==> config.mk <==
export PLATFORM = sky130hd
export DESIGN_NAME = spi_slave_cpol0_cpha0
export DESIGN_NICKNAME = d
export VERILOG_FILES = /design/src/rtl/spi_pkg.sv /design/src/rtl/spi_sync_edge.sv /design/src/rtl/spi_slave_cpol0_cpha0.sv
export SDC_FILE = /design/constraint.sdc
export NUM_CORES = 1
export LEC_CHECK = 0
export BUFFER_PORTS_ARGS = -buffer_cell sky130_fd_sc_hd__buf_4
export CORE_MARGIN = 3
export CORE_UTILIZATION = 40
export CTS_CLUSTER_DIAMETER = 30
export DETAILED_ROUTE_END_ITERATION = 10
export GPL_TIMING_DRIVEN = 1
export PLACE_DENSITY = 0.56
export REMOVE_ABC_BUFFERS = 1
export SYNTH_ARGS = -nofsm -noshare
export SYNTH_HDL_FRONTEND = slang
export SYNTH_HIERARCHICAL = 1
export SYNTH_SLANG_ARGS = --single-unit
==> constraint.sdc <==
create_clock -name clk -period 3.25 [get_ports clk]
set_input_delay 0.1625 -clock clk [delete_from_list [all_inputs] [get_ports clk]]
set_output_delay 0.1625 -clock clk [all_outputs]
set_load 0.01 [all_outputs]
==> src/rtl/spi_pkg.sv <==
// rtl/spi_pkg.sv - shared SPI word width, fill byte default and responder state encoding
package spi_pkg;

  localparam int SPI_WORD_W = 8;
  localparam int SPI_CNT_W  = $clog2(SPI_WORD_W);
  localparam logic [SPI_WORD_W-1:0] FILL_BYTE_DEF = 8'h00;

  typedef enum logic [1:0] {
    IDLE  = 2'd0,
    LOAD  = 2'd1,
    SHIFT = 2'd2
  } spi_state_t;

endpackage

==> src/rtl/spi_sync_edge.sv <==
// rtl/spi_sync_edge.sv - multi-flop synchronizer with rise/fall detect on the synchronized level
module spi_sync_edge #(
  parameter int   SYNC_STAGES = 2,
  parameter logic RESET_VAL   = 1'b0
) (
  input  logic clk,
  input  logic rst,
  input  logic i_async,
  output logic o_sync,
  output logic o_rise,
  output logic o_fall
);

  logic [SYNC_STAGES-1:0] r_sync;
  logic                   r_prev;

  always_ff @(posedge clk) begin
    if (rst) begin
      r_sync <= {SYNC_STAGES{RESET_VAL}};
      r_prev <= RESET_VAL;
    end else begin
      r_sync <= {r_sync[SYNC_STAGES-2:0], i_async};
      r_prev <= r_sync[SYNC_STAGES-1];
    end
  end

  assign o_sync = r_sync[SYNC_STAGES-1];
  assign o_rise = o_sync & ~r_prev;
  assign o_fall = ~o_sync & r_prev;

endmodule

==> src/rtl/spi_slave_cpol0_cpha0.sv <==
// rtl/spi_slave_cpol0_cpha0.sv - SPI mode-0 responder with single-byte tx holding buffer
// Define SPI_SLAVE_OVERRUN_EN to add rx_ack/rx_overrun sticky overrun tracking.
module spi_slave_cpol0_cpha0
  import spi_pkg::*;
#(
  parameter int                    SYNC_STAGES = 2,
  parameter logic [SPI_WORD_W-1:0] FILL_BYTE   = FILL_BYTE_DEF
) (
  input  logic                  clk,
  input  logic                  rst,
  input  logic                  sclk,
  input  logic                  cs_n,
  input  logic                  mosi,
  output logic                  miso,
  output logic                  miso_oe,
  input  logic [SPI_WORD_W-1:0] tx_data,
  input  logic                  tx_valid,
  output logic                  tx_ready,
  output logic [SPI_WORD_W-1:0] rx_data,
  output logic                  rx_valid,
  output logic                  busy
`ifdef SPI_SLAVE_OVERRUN_EN
  ,
  input  logic                  rx_ack,
  output logic                  rx_overrun
`endif
);

  spi_state_t r_state, w_state_nxt;

  logic                  w_sclk_s, w_sclk_rise, w_sclk_fall;
  logic                  w_cs_s, w_cs_rise, w_cs_fall;
  logic                  w_mosi_s, w_unused_edges;
  logic [SYNC_STAGES-1:0] r_mosi_sync;

  logic [SPI_WORD_W-1:0] r_buf, r_tx_shift, r_rx_shift, r_rx_data;
  logic                  r_buf_full, r_miso, r_miso_oe, r_rx_valid;
  logic [SPI_CNT_W-1:0]  r_bit_cnt;
  logic                  w_wr, w_load;
  logic [SPI_WORD_W-1:0] w_load_byte;

  spi_sync_edge #(.SYNC_STAGES(SYNC_STAGES), .RESET_VAL(1'b0)) u_sync_sclk (
    .clk(clk), .rst(rst), .i_async(sclk),
    .o_sync(w_sclk_s), .o_rise(w_sclk_rise), .o_fall(w_sclk_fall)
  );

  spi_sync_edge #(.SYNC_STAGES(SYNC_STAGES), .RESET_VAL(1'b1)) u_sync_cs (
    .clk(clk), .rst(rst), .i_async(cs_n),
    .o_sync(w_cs_s), .o_rise(w_cs_rise), .o_fall(w_cs_fall)
  );

  // mosi shares the sclk synchronizer depth so sampled data lines up with the detected rise
  always_ff @(posedge clk) begin
    if (rst) r_mosi_sync <= '0;
    else     r_mosi_sync <= {r_mosi_sync[SYNC_STAGES-2:0], mosi};
  end
  assign w_mosi_s       = r_mosi_sync[SYNC_STAGES-1];
  assign w_unused_edges = &{1'b0, w_sclk_s, w_cs_rise};

  assign w_wr        = tx_valid & ~r_buf_full;
  assign w_load      = (r_state == LOAD) ||
                       ((r_state == SHIFT) && !w_cs_s && w_sclk_fall && (r_bit_cnt == '0));
  assign w_load_byte = r_buf_full ? r_buf : FILL_BYTE;

  always_ff @(posedge clk) begin
    if (rst) r_state <= IDLE;
    else     r_state <= w_state_nxt;
  end

  always_comb begin
    w_state_nxt = r_state;
    case (r_state)
      IDLE:    if (w_cs_fall) w_state_nxt = LOAD;
      LOAD:    w_state_nxt = SHIFT;
      SHIFT:   if (w_cs_s) w_state_nxt = IDLE;
      default: w_state_nxt = IDLE;
    endcase
  end

  always_ff @(posedge clk) begin
    if (rst) begin
      r_buf      <= '0;
      r_buf_full <= 1'b0;
      r_tx_shift <= '0;
      r_rx_shift <= '0;
      r_rx_data  <= '0;
      r_rx_valid <= 1'b0;
      r_bit_cnt  <= '0;
      r_miso     <= 1'b0;
      r_miso_oe  <= 1'b0;
    end else begin
      r_rx_valid <= 1'b0;
      // a write landing with a load is kept for the following byte
      if (w_wr) begin
        r_buf      <= tx_data;
        r_buf_full <= 1'b1;
      end else if (w_load) begin
        r_buf_full <= 1'b0;
      end
      case (r_state)
        IDLE: begin
          r_bit_cnt <= '0;
          r_miso_oe <= 1'b0;
        end
        SHIFT: begin
          if (w_cs_s) begin
            r_bit_cnt <= '0;
            r_miso_oe <= 1'b0;
          end else if (w_sclk_rise) begin
            r_rx_shift <= {r_rx_shift[SPI_WORD_W-2:0], w_mosi_s};
            r_bit_cnt  <= r_bit_cnt + 1'b1;
            if (r_bit_cnt == SPI_CNT_W'(SPI_WORD_W - 1)) begin
              r_rx_data  <= {r_rx_shift[SPI_WORD_W-2:0], w_mosi_s};
              r_rx_valid <= 1'b1;
            end
          end else if (w_sclk_fall && (r_bit_cnt != '0)) begin
            r_tx_shift <= {r_tx_shift[SPI_WORD_W-2:0], 1'b0};
            r_miso     <= r_tx_shift[SPI_WORD_W-2];
          end
        end
        default: ;
      endcase
      if (w_load) begin
        r_tx_shift <= w_load_byte;
        r_miso     <= w_load_byte[SPI_WORD_W-1];
        r_miso_oe  <= 1'b1;
      end
    end
  end

  assign miso     = r_miso;
  assign miso_oe  = r_miso_oe;
  assign tx_ready = ~r_buf_full;
  assign rx_data  = r_rx_data;
  assign rx_valid = r_rx_valid;
  assign busy     = (r_state != IDLE);

`ifdef SPI_SLAVE_OVERRUN_EN
  logic r_rx_pending, r_rx_overrun;

  // ack in the strobe cycle itself counts for the byte being strobed
  always_ff @(posedge clk) begin
    if (rst) begin
      r_rx_pending <= 1'b0;
      r_rx_overrun <= 1'b0;
    end else begin
      if (r_rx_valid)  r_rx_pending <= ~rx_ack;
      else if (rx_ack) r_rx_pending <= 1'b0;
      if (r_rx_valid && r_rx_pending) r_rx_overrun <= 1'b1;
    end
  end

  assign rx_overrun = r_rx_overrun;
`else
  // no overrun tracking in this build
`endif

endmodule

# Yosys cells after proc, flatten, opt, wreduce, memory -nomap -nowiden
# Index checks and enable logic that the tools add are counted.
# op_classes
add_sub_neg	1
n_eq_ne	9
mux	23
bitwise	10
n_reduce_logical	22
# op_table
op	count
7-bit 2-to-1 mux	5
1-bit 2-to-1 mux	10
2-bit nonzero test	5
8-bit 2-to-1 mux	1
4-bit AND reduction	2
3-bit 2-to-1 mux	2
1-bit inverter	6
2-bit one-hot mux with 3 select lines	1
3-bit one-hot mux with 2 select lines	1
2-bit AND reduction	3
3-bit nonzero test	2
1-bit bitwise AND	4
1-bit logical AND	4
2-bit 2-to-1 mux	2
2-bit by 1-bit inequality test with 1-bit output, second input constant	2
2-bit inequality test, second input constant	2
4-bit OR reduction	1
3-bit by 1-bit adder with 3-bit output, second input constant	1
3-bit equality test, second input constant	1
3-bit zero test	1
3-bit by 1-bit inequality test with 1-bit output, second input constant	1
3-bit by 2-bit inequality test with 1-bit output, second input constant	1
3-bit AND reduction	1
2-bit by 1-bit equality test with 1-bit output, second input constant	1
5 further kinds	5
# totals
ff_bits	47
inputBits	14
out_inout_bits	13
elab_cells	80

# Longest topological paths before layout
# Gate-level depths: netlist of run 1.
# logic_depth
word_depth	8
depth_mapped	6
ltp_nobuf	6

# By module
# The synthesis of run 1 kept the hierarchy.
# modules_own_cells
mod	instances	cells_per_inst	area_per_inst_um2	seq_area_each_um2
spi_slave_cpol0_cpha0	1	186	1609.0	820.8
spi_sync_edge at u_sync_cs	1	8	92.6	60.1
spi_sync_edge at u_sync_sclk	1	8	91.3	60.1

# Worst setup path before layout of run 1
# Ideal clock, no wire load.
# synth_path
path_type	register to register
from	register r_bit_cnt[0]
to	register r_miso, in the netlist miso
setup_ns	0.081
arrival_time_ns	1.316
t_required_ns	3.169
path_slack_ns	1.853
path_stages_with_launch	7
n_path_buf	1
period_less_slack_ns	1.397
path_cell_list	dfxtp_1 > inv_1 > ha_1 > nor2b_1 > or3_1 > buf_6 > o221ai_2
# synth_between
elab_chain_cells	5
elab_cells_between_ends	11
classes_between	eq/ne: 2; mux: 1; reduce/logical: 8
# synth_rtl
item	line_no	source
start: declaration	spi_slave_cpol0_cpha0.sv:38	logic [SPI_CNT_W-1:0] r_bit_cnt;
start signal: assignment	spi_slave_cpol0_cpha0.sv:111	r_bit_cnt <= r_bit_cnt + 1'b1;
3-bit zero test	spi_slave_cpol0_cpha0.sv:62	((r_state == SHIFT) && !w_cs_s && w_sclk_fall && (r_bit_cnt == '0));
1-bit logical AND	spi_slave_cpol0_cpha0.sv:62	
1-bit logical OR	spi_slave_cpol0_cpha0.sv:61	assign w_load = (r_state == LOAD) ||
2-bit inequality test (no line) or 2-bit nonzero test (tied branches)	-	
4-bit AND reduction (no line)	-	
end signal: assignment	spi_slave_cpol0_cpha0.sv:118	r_miso <= r_tx_shift[SPI_WORD_W-2];
end signal: assignment	spi_slave_cpol0_cpha0.sv:125	r_miso <= w_load_byte[SPI_WORD_W-1];
end: declaration	spi_slave_cpol0_cpha0.sv:37	logic r_buf_full, r_miso, r_miso_oe, r_rx_valid;
# Parallel ways exist; a longest one is shown, timed or not.
# A chain may end at the register's enable or synchronous reset.

# Worst setup path after layout of run 1
# layout_path
from	register u_sync_sclk.r_sync[1]
to	register r_rx_data[1], in the netlist rx_data[1]
# layout_between
elab_chain_cells	2
# layout_rtl
item	line_no	source
start: declaration	spi_sync_edge.sv:14	logic [SYNC_STAGES-1:0] r_sync;
start signal: assignment	spi_sync_edge.sv:19	r_sync <= {SYNC_STAGES{RESET_VAL}};
start signal: assignment	spi_sync_edge.sv:22	r_sync <= {r_sync[SYNC_STAGES-2:0], i_async};
1-bit bitwise AND	spi_sync_edge.sv:28	assign o_rise = o_sync & ~r_prev;
via w_sclk_rise	spi_slave_cpol0_cpha0.sv:31	logic w_sclk_s, w_sclk_rise, w_sclk_fall;
4-bit AND reduction (no line)	-	
end signal: assignment	spi_slave_cpol0_cpha0.sv:113	r_rx_data <= {r_rx_shift[SPI_WORD_W-2:0], w_mosi_s};
end: declaration	spi_slave_cpol0_cpha0.sv:36	logic [SPI_WORD_W-1:0] r_buf, r_tx_shift, r_rx_shift, r_rx_data;
# The timed path passes the listed nets, and every way through them passes these cells.

==> metrics.yaml, run 1 <==
sta:
  setup_violations: 0
  tightest_slew_ps: 521
  tns_ps: 0
  grt_setup_unrepaired: "no"
  max_slew_margin: 0.650
  whs_ps: 42.8
  post-route-min-period_ps: 1660
  finalMaxSlewViolations: 0
  fmax_mhz: 604
  finClkSkew_ps: 6.05
  fin_ws_ps: 1590
  final_hold_viol_count: 0
  period_share: 0.509
critical_path:
  path_cells: "nor2b_1 > and4bb_2 > and2_1 > nand2_1 > a21oi_1"
  r2r_start: "u_sync_sclk/r_sync[1]"
  worstPathArrival_ps: 1880
  crit_slowest_cell: "and4bb_2"
  critPathMaxStageDelay_ps: 420
  crit_start: "u_sync_sclk/r_sync[1]"
  cp_max_fo: 11
  r2r-end: "rx_data[1]"
  crit_end: "rx_data[1]"
  crit_path_end_kind: "register"
  r2r_slack_ps: 1590
  crit_path_start_kind: "register"
  ff2ff_path_depth: 5
  cp.required_ps: 3480
  critical_path_class: "register to register"
floorplan:
  initial_utilization: 0.431
  ioPinCount: 27
  core-area_sq_mm: 0.00414
  num_rows: 23
  die_y_um: 72.8
  die_area_sq_mm: 0.00530
  die_x_um: 72.8
clocking:
  cts-root-buf: "clkbuf_8"
  clock_sinks: 47
  h-tree-depth: 2
  cts.clk_slew.worst_paths_ps: 80
  cts_hold_repair.buffers: 0
  post_cts_resized: 0
  clock_path_buffers: 2
  cts_setup_buffers: 0
  cts-buffers-inserted: 5
  clk_latency_ps: 300
  tritoncts: "yes"
synth:
  syn_inst: 201
  syn_avg_cell_area_sq_um: 8.89
  yosysWarnings: 6
  syn_area_sq_mm: 0.00179
power_and_ir_drop:
  power.static_leakage_uw: 0.000793
  max-vdd-ir-drop_mv: 0.300
  p_per_area_mw_per_mm2: 490
routing:
  antenna_left: 0
  routed_wl_mm: 3.23
  drt_first_iter_violations: 95
  dr.pass1.iters: 7
  vias_per_cell: 5.11
  avgRoutedWirePerCell_um: 11.7
  drc_errors: 0
  dr_total_vias: 1409
hold_path:
  hold_class: "primary input to register"
global_route:
  grt_max_degree: 49
  grt_antenna_before_repair: 0
  grt.busiest_layer: "met2"
  grtUsageMet2: 0.209
  grt_usage: 0.133
  grt_use_met1: 0.165
  grt_pass1_vias: 1282
  overflow: 0
  grt_pass1_wl_mm: 5.53
  grt_use_met3: 0.0372
placement:
  io_buffers: 26
  dp.final_hpwl_mm: 2.21
  dp.cells: 268
  gp_congestion: 0.800
  dpl_worst_slack_ps: 1620
cells_and_area:
  nFillCells: 392
  utilization: 0.508
  final-instance-count-excl-fill: 276
  nets: 242
  insertedDiodeCount: 0
  syn_to_final_growth_pct: 17.9
  drive_above_1_share: 0.177
run:
  maxCapViolations: 0
outcome:
  status: "finished, final reports clean"
## layer usage
| metal | routed length (um) | part of all wire |
|---|---|---|
| met1 | 1590 | 0.49 |
| met4 | 65 | 0.020 |
| met5 | 0 | 0 |
| met2 | 1430 | 0.44 |
| met3 | 140 | 0.043 |
## worst min-delay path by stage
stage,startpoint,endpoint,slack (ps),depth (start not counted)
6_report,cs_n,u_sync_cs/r_sync[0],40,2
2_1_floorplan,rst,r_buf[0],230,1
5_1_grt,cs_n,u_sync_cs/r_sync[0],50,2
3_5_place_dp,cs_n,u_sync_cs/r_sync[0],350,2
3_3_place_gp,cs_n,u_sync_cs/r_sync[0],350,2
4_1_cts,cs_n,u_sync_cs/r_sync[0],30,2
## cell usage in the layout (no fill, tap or decap), drive strengths merged, types with 7 or more instances in the layout
cell and n:
buf 26, nand3 8, nand2b 11, nor2b 9, nor2 7, dfxtp 47, a21oi 25, o221ai 7
clkbuf 7, nand2 50
## registers in the layout, indices dropped and copies added (netlist names)
| signal | cells |
|---|---|
| r_buf | 8 |
| rx_data | 8 |
| r_rx_shift | 7 |
| r_tx_shift | 7 |
| r_bit_cnt | 3 |
| r_mosi_sync | 2 |
| r_state | 2 |
| u_sync_cs/r_sync | 2 |
| u_sync_sclk/r_sync | 2 |
| miso | 1 |
| miso_oe | 1 |
| r_buf_full | 1 |
| rx_valid | 1 |
| u_sync_cs/r_prev | 1 |
| u_sync_sclk/r_prev | 1 |
## worst max-delay path: cells and delay by family (launching register included)
family / cells / cell delay, ps
AO/OA/AOI/OAI: 1 / 120
AND/OR/NAND/NOR: 4 / 1110
flip-flops: 1 / 350
## power breakdown
part | internal, uW | switching (uW)
logic | 23.9 | 27.5
clock network | 194 | 193
registers | 588 | 6.42
## final cells by class
type / instances / area [sq um] / area share
flip-flops and latches: 47 / 941 / 0.447
multi-input cells: 140 / 785 / 0.373
repair buffers: 26 / 195 / 0.0927
clock buffers: 7 / 96.3 / 0.0458
well taps: 50 / 62.6 / 0.0297
inverters: 5 / 18.8 / 0.00891
clock inverters: 1 / 7.51 / 0.00357
## metrics by stage
stage                     total power [uW]  cell area (sq um)
after floorplan                        631               1740
after detailed placement               660               2000
final                                 1030               2110
after CTS                             1050               2110
after global placement                 658               2000
after global routing                  1080               2110
(Power assumes the default switching activity.)
==> run 2, diff against run 1 <==
ABC_AREA = 1   (was unset)
clock period = 1.64 ns   (was 3.25 ns; I/O delays follow)
==> run 2 against run 1 <==
- clock power grew 91%
- clock-buffer cell count shrank 1
- critical path depth grew 6
- highest routed layer unchanged
- fmax grew 17%
- sequential power grew 100%
- design area grew 8.6%
- global-route usage grew 0.72 points
- cell count grew 26%
==> metrics.yaml, run 2 <==
critical_path:
  worstPathArrival_ps: 1600
  cp.required_ps: 1830
  cpMostUsedCell: "nand2_1"
  path_cells: "inv_1 > nor2_2 > inv_1 > nand2_1 > nor2_1 > nand2_1 > inv_2 > nand2_1 > nand2_1 > nor2_1 > nor2_1"
  cp_max_fo: 8
  crit_slowest_cell: "dfxtp_1"
  crit_path_start_kind: "register"
  critical_path_class: "register to register"
  cpLargestDelayFamily: "simple AND/OR/NAND/NOR gates"
  critPathMaxStageDelay_ps: 340
  crit_buf_inv: 3
  crit_path_end_kind: "register"
power_and_ir_drop:
  p_per_area_mw_per_mm2: 903
  max-vdd-ir-drop_mv: 0.647
  power.static_leakage_uw: 0.00119
clocking:
  cts-buffers-inserted: 5
  tritoncts: "yes"
  clock_path_buffers: 2
  h-tree-depth: 2
  cts.clk_slew.worst_paths_ps: 90
  clk_latency_ps: 300
  cts-root-buf: "clkbuf_8"
  cts_setup_buffers: 0
  clock_sinks: 47
cells_and_area:
  nets: 313
  syn_to_final_growth_pct: 21.7
  layout_common_cells: "54 x nor2_1, 48 x nand2_1, 47 x dfxtp_1, 41 x inv_1, 30 x buf_4"
  utilization: 0.515
  final_common_cell: "nor2_1"
  nFillCells: 475
  final-instance-count-excl-fill: 349
  fin_area_sq_mm: 0.00229
  drive_above_1_share: 0.175
  insertedDiodeCount: 0
floorplan:
  die_x_um: 74.5
  die_area_sq_mm: 0.00556
  core-area_sq_mm: 0.00444
  die_y_um: 74.5
  initial_utilization: 0.423
  ioPinCount: 27
  num_rows: 24
global_route:
  grt_pass1_vias: 1375
  grt_pass1_wl_mm: 5.88
  grt_antenna_before_repair: 0
  grt_usage: 0.140
  grt_max_degree: 21
  overflow: 0
sta:
  tns_ps: 0
  max_slew_margin: 0.830
  post-route-min-period_ps: 1410
  tightest_slew_ps: 255
  final_hold_viol_count: 0
  grt_setup_unrepaired: "no"
  fmax_mhz: 709
  finalMaxSlewViolations: 0
  finClkSkew_ps: 12.3
  setup_violations: 0
  period_share: 0.860
routing:
  drc_errors: 0
  avgRoutedWirePerCell_um: 9.81
  drt_first_iter_violations: 59
  routed_wl_mm: 3.42
  dr_total_vias: 1548
  vias_per_cell: 4.44
  antenna_left: 0
  dr.pass1.iters: 4
synth:
  syn_avg_cell_area_sq_um: 7.23
  syn_area_sq_mm: 0.00188
  syn_inst: 260
  yosysWarnings: 6
placement:
  dp.final_hpwl_mm: 2.41
  placed_cell_area_sq_mm: 0.00215
  io_buffers: 26
  dp.cells: 338
  gp_congestion: 0.756
outcome:
  status: "finished, final reports clean"
run:
  maxCapViolations: 0
hold_path:
  hold_class: "primary input to register"
## run 2: through the flow
| step | hold WS (ps) | power [uW] | setup slack [ps] |
|---|---|---|---|
| detailed placement | 258 | 1350 | 183 |
| floorplan | 151 | 1280 | 372 |
| global route | 27.2 | 2160 | 9.16 |
| CTS | 24.7 | 2090 | 162 |
| finish | 28.8 | 2070 | 230 |
| global placement | 255 | 1350 | 255 |
## run 2: final timing paths
kind | slack (ps) | end | cells after the start | from
hold reg to reg | 410 | u_sync_sclk/r_sync[1] | 2 | u_sync_sclk/r_sync[0]
setup reg to reg | 230 | r_tx_shift[1] | 11 | u_sync_sclk/r_sync[1]
setup / recovery | 230 | r_tx_shift[1] | 11 | u_sync_sclk/r_sync[1]
hold / removal | 30 | r_buf[6] | 3 | tx_data[6]
## run 2: repair_timing
action | 4_1_cts | 5_1_grt
resized for setup | 0 | 2
setup endpoints to repair | 0 | 2
endpoints found under the hold margin | 3 | 0
hold buffers | 3 | 0
## run 2: metal layers
layer | routed length [um] | vias up | GRT usage
met5 | 0 | - | 0
met2 | 1560 | 24 | 0.226
met1 | 1640 | 654 | 0.168
met4 | 73 | 0 | 0.0711
li1 | - | 863 | -
met3 | 149 | 7 | 0.0432
## run 2: layout make-up
class | count | area, sq um | area share
Tap cell | 52 | 65.1 | 0.0284
Clock buffer | 6 | 82.6 | 0.0361
Multi-Input combinational cell | 162 | 749 | 0.328
Clock inverter | 2 | 16.3 | 0.00711
Inverter | 47 | 178 | 0.0777
Timing Repair Buffer | 33 | 255 | 0.112
Sequential cell | 47 | 941 | 0.411
## run 2: tightest hold or removal path, delay by kind of cell
kind	cells	cell delay (ps)
simple gates	1	70
buf+inv	1	80
compound gates	1	70
## run 2: power by group
group / internal, uW / switching [uW] / leakage [uW] / total (uW)
registers: 1170 / 15.1 / 0.000383 / 1190
logic: 64.1 / 77.8 / 0.000760 / 142
clock network: 344 / 393 / 0.0000474 / 737
total: 1580 / 486 / 0.00119 / 2070
==> run 3, diff against run 2 <==
CORE_MARGIN = unset   (was 3)
==> run 3 against run 2 <==
- the flow now finishes with violations (design-rule violations)
- routed wire length is 2.3% lower
- fmax down 0.98%
- sequential power is essentially flat
- via count rose by 0.90%
- critical path depth is 1 lower
- clock power decreased by 9.2%
- cell count did not move
- critical endpoint is now r_tx_shift[2]
- largest cell class unchanged
- largest power group unchanged
==> metrics.yaml, run 3 (synthesis gave the netlist of run 2 again) <==
sta:
  period_share: 0.868
  tns_ps: 0
  final_hold_viol_count: 0
  finClkSkew_ps: 6.31
  post-route-min-period_ps: 1420
  max_slew_margin: 0.824
  grt_setup_unrepaired: "no"
  tightest_slew_ps: 264
  whs_ps: 28.2
  fmax_mhz: 702
  finalMaxSlewViolations: 0
  setup_violations: 0
global_route:
  overflow: 0
  grt_pass1_wl_mm: 5.69
  grt_usage: 0.143
  grt_max_degree: 19
  grt_antenna_before_repair: 0
  grt_pass1_vias: 1324
floorplan:
  num_rows: 24
  core-area_sq_mm: 0.00444
  die_y_um: 70.5
  initial_utilization: 0.423
  ioPinCount: 27
  die_area_sq_mm: 0.00498
  die_x_um: 70.5
clocking:
  cts_setup_buffers: 0
  cts-buffers-inserted: 5
  h-tree-depth: 2
  clk_latency_ps: 300
  clock_sinks: 47
  cts-root-buf: "clkbuf_8"
  tritoncts: "yes"
  cts.clk_slew.worst_paths_ps: 80
  clock_path_buffers: 2
power_and_ir_drop:
  power.static_leakage_uw: 0.00119
  max-vdd-ir-drop_mv: 0.350
  finalPower_uw: 2000
  p_per_area_mw_per_mm2: 881
routing:
  drc_errors: 2
  avgRoutedWirePerCell_um: 9.58
  antenna_left: 0
  drt_first_iter_violations: 66
  vias_per_cell: 4.48
  dr_total_vias: 1562
  routed_wl_mm: 3.34
  dr.pass1.iters: 7
cells_and_area:
  layout_common_cells: "55 x nor2_1, 49 x nand2_1, 47 x dfxtp_1, 41 x inv_1, 30 x buf_4"
  nFillCells: 460
  drive_above_1_share: 0.168
  multi_input_area_sq_um: 744
  insertedDiodeCount: 0
  syn_to_final_growth_pct: 20.6
  seq_area_sq_um: 941
  nets: 313
  final_common_cell: "nor2_1"
hold_path:
  hold_depth: 3
  holdCritStartpoint: "tx_data[1]"
  hold_end: "r_buf[1]"
  hold_class: "primary input to register"
critical_path:
  r2r_slack_ps: 220
  crit_path_end_kind: "register"
  r2r_start: "r_bit_cnt[0]"
  cp.required_ps: 1830
  r2r-end: "r_tx_shift[2]"
  ff2ff_path_depth: 10
  crit_path_start_kind: "register"
  critical_path_class: "register to register"
  cp_max_fo: 5
  worstPathArrival_ps: 1610
placement:
  dp.final_hpwl_mm: 2.44
  gp_congestion: 0.771
  io_buffers: 26
outcome:
  violations: "design-rule violations"
  status: "finished with violations"
run:
  maxCapViolations: 0
[run 3: how the worst max path moves through the flow]
stage	endpoint	start	cells past startpoint
floorplan	r_tx_shift[1]	u_sync_sclk/r_sync[1]	11
global placement	r_tx_shift[4]	r_bit_cnt[0]	9
detailed placement	r_tx_shift[3]	r_bit_cnt[0]	10
CTS	r_tx_shift[3]	r_bit_cnt[0]	10
global route	r_tx_shift[4]	u_sync_sclk/r_sync[1]	11
finish	r_tx_shift[2]	r_bit_cnt[0]	10
[run 3: stage by stage]
step                      utilization  setup WS, ps  instances  cell area [sq um]
after CTS                       0.510           200        349               2270
after global routing            0.510          19.5        349               2270
after detailed placement        0.485           213        338               2150
after global placement          0.485           259        338               2150
final                           0.510           216        349               2270
after floorplan                     -           372        256               1860
[run 3: what timing repair did]
action                                 4_1_cts  5_1_grt
gates resized for setup                      0        0
endpoints found under the hold margin        3        0
hold buffers                                 3        0
[run 3: final cells by class]
cell class / instances / area share
tap: 52 / 0.0287
clock inverter: 3 / 0.00662
clock buffer: 5 / 0.0304
multi-input combinational: 162 / 0.328
timing repair buffer: 33 / 0.113
sequential: 47 / 0.415
inverter: 47 / 0.0784
[run 3: where the power goes]
| group | internal, uW | switching (uW) | leakage (uW) |
|---|---|---|---|
| clock network | 292 | 377 | 0.0000477 |
| registers | 1170 | 15.8 | 0.000383 |
| logic | 63.8 | 77.4 | 0.000760 |
| total | 1530 | 470 | 0.00119 |
[run 3: metal layers]
layer	share of wire	vias up	wire [um]	global-route usage
met5	0	-	0	0
met4	0.011	0	37	0.0467
met3	0.049	4	163	0.0427
met2	0.45	30	1520	0.237
met1	0.49	667	1620	0.180
li1	-	861	-	-
[run 3: critical path, cell delays in order (launching register included)]
cell	delay, ps
dfxtp_1	350
inv_1	70
ha_1	210
inv_1	60
nor2_1	30
nor2_1	80
nand2_1	130
nand2_1	180
nor2_1	60
nor2_1	100
nor2_1	50
